$ cat config.mk
export PLATFORM = sky130hd
export DESIGN_NAME = if_id_skid_reg
export DESIGN_NICKNAME = d
export VERILOG_FILES = /design/src/rtl/if_id_skid_reg.sv
export SDC_FILE = /design/constraint.sdc
export NUM_CORES = 1
export LEC_CHECK = 0
export ABC_AREA = 1
export CORE_ASPECT_RATIO = 0.6
export CORE_MARGIN = 2
export CORE_UTILIZATION = 40
export CTS_CLUSTER_SIZE = 12
export DETAILED_ROUTE_END_ITERATION = 8
export GPL_TIMING_DRIVEN = 0
export PLACE_DENSITY = 0.74
export SLEW_MARGIN = 20
export SYNTH_ARGS = -nofsm -noshare
export SYNTH_HDL_FRONTEND = slang
export SYNTH_SLANG_ARGS = --single-unit
$ cat constraint.sdc
create_clock -name clock -period 1.95 [get_ports clock]
set_clock_uncertainty 0.1 [all_clocks]
set_input_delay 0.195 -clock clock [delete_from_list [all_inputs] [get_ports clock]]
set_output_delay 0.195 -clock clock [all_outputs]
set_load 0.03 [all_outputs]
$ cat src/rtl/if_id_skid_reg.sv
// ---------------------------------------------------------------------------
// if_id_skid_reg
//   IF/ID pipeline register with a one-entry skid buffer. Fetch and decode
//   talk through a valid/ready handshake. Decode reads the main register.
//   The skid register catches the one word that may arrive while decode is
//   stalled, so if_ready can come from registered state alone. This keeps
//   the long id_ready -> if_ready combinational path out of the fetch stage.
//
// Ports
//   clock           rising-edge clock for all state
//   reset_n         asynchronous, active-low reset
//   fullInstruction instruction word from fetch
//   incrPC          PC+4 accompanying fullInstruction
//   if_valid        fetch presents a valid word
//   if_ready        block accepts a word this cycle (registered)
//   flush           discard held and incoming words (taken branch/jump)
//   id_instruction  instruction presented to decode
//   id_incrPC       PC+4 presented to decode
//   id_valid        id_instruction/id_incrPC are valid
//   id_ready        decode consumes the presented word this cycle
//   bubble_count    saturating count of cycles decode wanted a word and had none
// ---------------------------------------------------------------------------
module if_id_skid_reg #(
   parameter int DATA_W = 32
) (
   input  logic              clock,
   input  logic              reset_n,
   input  logic [DATA_W-1:0] fullInstruction,
   input  logic [DATA_W-1:0] incrPC,
   input  logic              if_valid,
   output logic              if_ready,
   input  logic              flush,
   output logic [DATA_W-1:0] id_instruction,
   output logic [DATA_W-1:0] id_incrPC,
   output logic              id_valid,
   input  logic              id_ready,
   output logic [15:0]       bubble_count
);

   // The state encodes both valid bits: main valid = ONE|FULL, skid valid = FULL
   localparam logic [1:0] EMPTY = 2'd0;
   localparam logic [1:0] ONE   = 2'd1;
   localparam logic [1:0] FULL  = 2'd2;

   logic [1:0]        stateReg;
   logic [DATA_W-1:0] mainInstrReg;
   logic [DATA_W-1:0] mainPcReg;
   logic [DATA_W-1:0] skidInstrReg;
   logic [DATA_W-1:0] skidPcReg;
   logic [15:0]       bubbleCountReg;

   logic inFire;
   logic outFire;

   // if_ready depends only on stateReg, never on id_ready
   assign if_ready       = (stateReg != FULL);
   assign id_valid       = (stateReg != EMPTY);
   assign id_instruction = mainInstrReg;
   assign id_incrPC      = mainPcReg;
   assign bubble_count   = bubbleCountReg;

   assign inFire  = if_valid & if_ready;
   assign outFire = id_valid & id_ready;

   always_ff @(posedge clock or negedge reset_n) begin
      if (!reset_n) begin
         stateReg       <= EMPTY;
         mainInstrReg   <= '0;
         mainPcReg      <= '0;
         skidInstrReg   <= '0;
         skidPcReg      <= '0;
         bubbleCountReg <= '0;
      end else begin
         // Decode idle cycles are counted whether or not a flush happens
         if (id_ready && !id_valid && (bubbleCountReg != 16'hFFFF))
            bubbleCountReg <= bubbleCountReg + 16'd1;

         if (flush) begin
            // Clearing the data registers leaves a nop (all zeros) on the decode inputs
            stateReg     <= EMPTY;
            mainInstrReg <= '0;
            mainPcReg    <= '0;
            skidInstrReg <= '0;
            skidPcReg    <= '0;
         end else begin
            case (stateReg)
               EMPTY: begin
                  if (inFire) begin
                     mainInstrReg <= fullInstruction;
                     mainPcReg    <= incrPC;
                     stateReg     <= ONE;
                  end
               end
               ONE: begin
                  if (inFire && outFire) begin
                     mainInstrReg <= fullInstruction;
                     mainPcReg    <= incrPC;
                  end else if (inFire) begin
                     // Decode stalled: hold main and park the new word in the skid
                     skidInstrReg <= fullInstruction;
                     skidPcReg    <= incrPC;
                     stateReg     <= FULL;
                  end else if (outFire) begin
                     stateReg <= EMPTY;
                  end
               end
               FULL: begin
                  // if_ready is low here, so only the drain of the skid can happen
                  if (outFire) begin
                     mainInstrReg <= skidInstrReg;
                     mainPcReg    <= skidPcReg;
                     stateReg     <= ONE;
                  end
               end
               default: stateReg <= EMPTY;
            endcase
         end
      end
   end

endmodule
==> results of run 1 <==
## layout make-up
| cell class | count | area share [%] |
|---|---|---|
| timing repair buffer | 152 | 16.12 |
| multi-input combinational | 572 | 29.80 |
| clock buffer | 17 | 4.459 |
| inverter | 74 | 2.938 |
| sequential | 146 | 38.33 |
| clock inverter | 15 | 1.692 |
| tap | 234 | 3.069 |
| buffer | 48 | 3.593 |
## cells by family after synthesis
family,Yosys count
AOI/OAI and AO/OA,174
buffers and inverters,123
xor gates and xnor gates,8
and+or+nand+nor,389
DFF,146
adders and majority gates,1
## through the flow
stage	power [mW]	worst slack, ps
2_1_floorplan	5.311	112.8
3_5_place_dp	6.468	-241.8
6_report	9.739	62.33
3_3_place_gp	6.419	-5435
5_1_grt	10.15	17.29
4_1_cts	9.773	17.43
## power breakdown
part,switching [mW],internal (mW),total [mW]
Combinational,1.63,1.09,2.73
Clock,1.48,1.82,3.31
Sequential,0.315,3.39,3.71
Total,3.43,6.31,9.74
## cell usage in the layout (no fill, tap or decap), types with 14 or more instances in the layout
cell / instances
nand2_1: 277
clkbuf_16: 17
nand3_1: 19
o21ai_0: 26
a21oi_1: 14
clkdlybuf4s50_1: 145
o22ai_1: 43
dfrtp_1: 143
o21ai_1: 30
buf_6: 15
buf_2: 17
nor2_1: 63
o21ai_2: 61
inv_1: 70
## path summary, 6_finish.rpt
path | startpoint | endpoint | slack, ps | cells after the start
worst max-delay path | bubble_count[9] | bubble_count[9] | 60 | 1
min in group asynchronous | reset_n | id_incrPC[15] | 230 | 2
worst min register to register | skidPcReg[16] | skidPcReg[16] | 370 | 2
max in group asynchronous | reset_n | skidInstrReg[16] | 750 | 3
worst max register to register | bubble_count[1] | bubble_count[10] | 160 | 9
worst min-delay path | flush | skidInstrReg[31] | 140 | 4
## worst reg2reg max path, delay by kind of cell, from the launching register on
family                   cells  cell delay [ps]
adder cells (fa/ha/maj)      1              260
buffers and inverters        2              220
AND/OR/NAND/NOR              5              620
AO/OA/AOI/OAI                1               60
flip-flops                   1              420
## synth_stat cells (all sizes together)
library cell,number
nand2,292
dfrtp,146
o21ai,117
inv,74
nor2,69
o22ai,43
buf,38
nand3,20
a21oi,14
clkbuf,11
xor2,8
nand4,6
nor3,2
ha,1
## repair_timing
action / 4_1_cts / 5_1_grt
endpoints found under the setup margin: 2 / 17
endpoints found under the hold margin: 76 / 0
hold buffers: 1 / 0
cloned: 0 / 0
resized for setup: 9 / 6
buffers inserted: 0 / 1
pin swaps: 0 / 1
## per-layer routing
| layer | vias to the layer above | part of all wire, % | GRT usage [%] |
|---|---|---|---|
| met5 | - | 0 | 0 |
| met4 | 0 | 0.67 | 4.368 |
| met3 | 14 | 8.3 | 5.887 |
| met2 | 249 | 41 | 29.92 |
| met1 | 2956 | 50 | 32.19 |
| li1 | 3041 | - | - |
## flip-flops by register name, indices dropped and copies added (netlist names)
register / count
bubble_count: 16
id_incrPC: 32
id_instruction: 32
skidInstrReg: 32
skidPcReg: 32
stateReg: 2
==> results.toml, run 1 <==
[global_routing]
antenna_found_initial = 0
grt_max_degree = 78
grt_pass1_wl_um = 31040
grt_util_all_layers_pct = 21.18
grt_pass1_vias = 5834
gr-total-overflow = 0

[finish]
n_antenna_cell = 0
post-route-util_pct = 55.25
multi_input_area_um2 = 2843
fillCellCount = 1574
layout.cells.non_filler = 1258
drive_above_1_share_pct = 16.11
area_delta_synth_final_pct = 34.36
final_nets = 1081
fin_area_um2 = 9540
seq_area_um2 = 3657

[logic_synthesis]
yosysWarnings = 0
yosysTopAreaCellShare_pct = 51.45
synthMuxAreaShare_pct = 0
synth_fa_ha_area_share_pct = 0.1762
synth_seq_cells = 146
yosys.cell_types.count = 26
yosysSeqAreaShare_pct = 51.45
synthSimpleGateAreaFrac_pct = 22.33
synth_top_family_by_area = "simple AND/OR/NAND/NOR gates"
syn_area_per_cell_um2 = 8.443
synth_area_leaders = "dfrtp_1, nand2_1, o21ai_2"
synth_largest_area_cell = "dfrtp_1"
synth_fp_nets = 911
synth_xor_area_share_pct = 0.9868
synth_area_um2 = 7101
netlist_instances = 841
synth_compound_area_share_pct = 16.25

[setup_path]
cp_slowest_cell = "clkdlybuf4s50_1"
crit_type = "register to output port"
cp-end-kind = "output port"
crit_path_max_fanout = 5
cpPeakStageDelay_ps = 710
path_cells = "clkdlybuf4s50_1"
worstPathArrival_ps = 1590
start_kind = "register"
worst_ep_required_time_ps = 1650
critPathBufInv = 1
critical-path-top-delay-family = "buffers and inverters"

[clocking]
cts_tree = "yes"
cts.path.max_buffers = 2
clock_latency_ps = 430
cts.clk_slew.worst_paths_ps = 70
clockRootBuffer = "clkbuf_16"
htree_num_levels = 4
clock-sinks = 146
numCtsBuffers = 17

[floorplanning]
design.die.area_um2 = 18870
io_pins = 151
chipHeight_um = 107.2
num_rows = 37
chipWidth_um = 176.0
core_region_area_um2 = 17270
start_util_pct = 41.12

[place]
numPortBuffers = 149
gp_congestion = 0.8946
dp_cells = 1225
placed_cell_area_um2 = 8917
dp_hpwl_um = 13720

[timing]
finalMaxSlewViolations = 0
maxSlewHeadroom_pct = 60.68
post-route-period-util_pct = 96.80
finalSetupViolations = 0
min_period_ps = 1888
timing.final.hold_violations = 0
tightest_slew_ps = 589.7
tns_ps = 0
holdWs_ps = 137.7
rsz0062_at_grt = "false"
fmax_mhz = 529.8

[pwr]
powerDensity_nw_per_um2 = 1021
cellLeakagePower_nw = 4.561
peakVddDrop_v = 0.0006111

[drt]
viasPerCell = 4.976
post-route-drc-count = 0
final_antenna_net_count = 0
vias = 6260
drt_wl_total_um = 19360
post_drt_wl_per_cell_um = 15.39
drtPass1Iterations = 7
first_iter_violations = 569

[outcome]
status = "completed"

[run]
drv_cap = 0

[min_path]
min_path_type = "input port to register"
Power figures use the tool's default switching activity.
==> run 2, diff against run 1 <==
--- a/config.mk
+++ b/config.mk
@@ -12,7 +12,7 @@
 export CTS_CLUSTER_SIZE = 12
 export DETAILED_ROUTE_END_ITERATION = 8
 export GPL_TIMING_DRIVEN = 0
-export PLACE_DENSITY = 0.74
+export PLACE_DENSITY = 0.77
 export SLEW_MARGIN = 20
 export SYNTH_ARGS = -nofsm -noshare
 export SYNTH_HDL_FRONTEND = slang
==> constraint.sdc (replaced) <==
create_clock -name clock -period 1.5 [get_ports clock]
set_clock_uncertainty 0.1 [all_clocks]
set_input_delay 0.15 -clock clock [delete_from_list [all_inputs] [get_ports clock]]
set_output_delay 0.15 -clock clock [all_outputs]
set_load 0.02 [all_outputs]
==> run 2 against run 1 <==
Net effect: the flow now finishes with violations (setup timing); design area rose by 18%; setup slack got worse by 320 ps; clock power rose by 36%; core utilization rose by 9.9 points; cell count rose by 4.1%; sequential share of layout area fell by 5.8 points; count of clock-buffer cells in the layout rose by 5; power rose by 40%; register-to-register slack got worse by 420 ps; worst hold slack improved by 39 ps; critical path type unchanged; largest power group unchanged.
==> results.toml, run 2 (same netlist as run 1, synthesis figures left out) <==
[clocking]
clockRootBuffer = "clkbuf_16"
clock-sinks = 146
clock_latency_ps = 420
cts_tree = "yes"
cts.clk_slew.worst_paths_ps = 60
cts.path.max_buffers = 2
htree_num_levels = 4
numCtsBuffers = 17

[min_path]
min_path_type = "input port to asynchronous set/reset pin"

[setup_path]
crit_type = "register to output port"
cp-end-kind = "output port"
start_kind = "register"
worst_ep_required_time_ps = 1250
r2r-start = "stateReg[0]"
r2r_cells = 11
r2r_setup_slack_ps = -260
crit_path_max_fanout = 10
worstPathArrival_ps = 1510
rr_endpoint = "id_incrPC[11]"

[timing]
timing.final.hold_violations = 0
finalMaxSlewViolations = 0
maxSlewHeadroom_pct = 61.83
post-route-period-util_pct = 117.4
tns_ps = -26350
worst_slack_ps = -261.0
tightest_slew_ps = 572.5
fmax_mhz = 567.9
rsz0062_at_grt = "true"
min_period_ps = 1761
finalSetupViolations = 148

[place]
dp_hpwl_um = 13820
gp_congestion = 0.8616
numPortBuffers = 149
placed_cell_area_um2 = 8952

[global_routing]
grt_pass1_wl_um = 34240
gr-total-overflow = 0
grt_max_degree = 75
grt_pass1_vias = 6482
antenna_found_initial = 0
grt_util_all_layers_pct = 23.35

[drt]
drtPass1Iterations = 5
post_drt_wl_per_cell_um = 17.34
vias = 6740
final_antenna_net_count = 0
viasPerCell = 5.145
drt_wl_total_um = 22720
first_iter_violations = 583
post-route-drc-count = 0

[finish]
area_delta_synth_final_pct = 58.41
layout_common_cells = "nand2_1, dfrtp_1, nand2_2"
n_antenna_cell = 0
fin_area_um2 = 11250
final_common_cell = "nand2_1"
fillCellCount = 1290
drive_above_1_share_pct = 35.04
final_nets = 1133

[floorplanning]
chipWidth_um = 176.0
chipHeight_um = 107.2
design.die.area_um2 = 18870
start_util_pct = 41.12
io_pins = 151
num_rows = 37
core_region_area_um2 = 17270

[pwr]
peakVddDrop_v = 0.0007554
power_mw = 13.60
cellLeakagePower_nw = 5.710
powerDensity_nw_per_um2 = 1209

[outcome]
status = "finished with violations"
violations = "setup timing"

[run]
drv_cap = 0
==> run 2: cell types whose count changed in the layout (fill, tap and decap cells not counted), sizes merged, moves of 4 or more <==
cell	change
buf	+48
clkbuf	+11
clkdlybuf4s50	-79
clkinv	+4
dlygate4sd2	+75
inv	-9
==> run 2: layout make-up <==
type                       instances  area [um2]  area share (%)
clock inverter                    10       146.4           1.301
multi-input combinational        572        3541           31.48
inverter                          74       290.3           2.581
clock buffer                      22       474.2           4.216
timing repair buffer             204        2243           19.94
tap                              234       292.8           2.603
sequential                       146        3665           32.58
buffer                            48       595.6           5.295
==> run 2: what timing repair did <==
item	in CTS	in global routing
gates cloned	13	5
hold endpoints to repair	72	0
endpoints found under the setup margin	227	155
hold buffers	1	0
setup buffers	23	15
pin swaps	9	18
resized for setup	225	203
==> run 2: worst max-delay path by stage <==
stage	from	end	cells past startpoint
after floorplan	bubble_count[0]	bubble_count[3]	9
after global placement	reset_n	bubble_count[0]	1
after detailed placement	stateReg[0]	if_ready	5
after CTS	stateReg[1]	id_incrPC[21]	9
after global routing	stateReg[0]	id_incrPC[1]	7
final	stateReg[0]	if_ready	6
==> run 2: critical path, cell delays in order, from the launching register on <==
cell and delay [ps]:
dfrtp_2 430, clkinv_4 60, buf_4 130, nand2_8 70, buf_8 130, buf_8 130
buf_6 130
==> run 2: layer usage <==
metal | part of all wire, % | GRT usage, % | up-vias
met2 | 45 | 34.62 | 258
met3 | 7.0 | 6.206 | 23
met1 | 47 | 34.50 | 3300
li1 | - | - | 3159
met5 | 0 | 0 | -
met4 | 1.2 | 4.486 | 0
==> run 2: stage by stage <==
stage | worst slack (ps) | instances | hold WS, ps | utilization (%)
after floorplan | -28.37 | 841 | -245.6 | -
after global placement | -6306 | 1224 | 352.8 | 51.66
after detailed placement | -659.9 | 1225 | 60.81 | 51.84
after CTS | -242.2 | 1294 | 189.7 | 60.42
after global routing | -305.7 | 1310 | 216.5 | 65.14
final | -261.0 | 1310 | 176.4 | 65.14
==> run 2: report_power, final <==
part | switching (mW) | internal (mW)
registers | 0.443 | 4.42
logic | 2.30 | 1.94
clock network | 1.72 | 2.77
total | 4.47 | 9.14
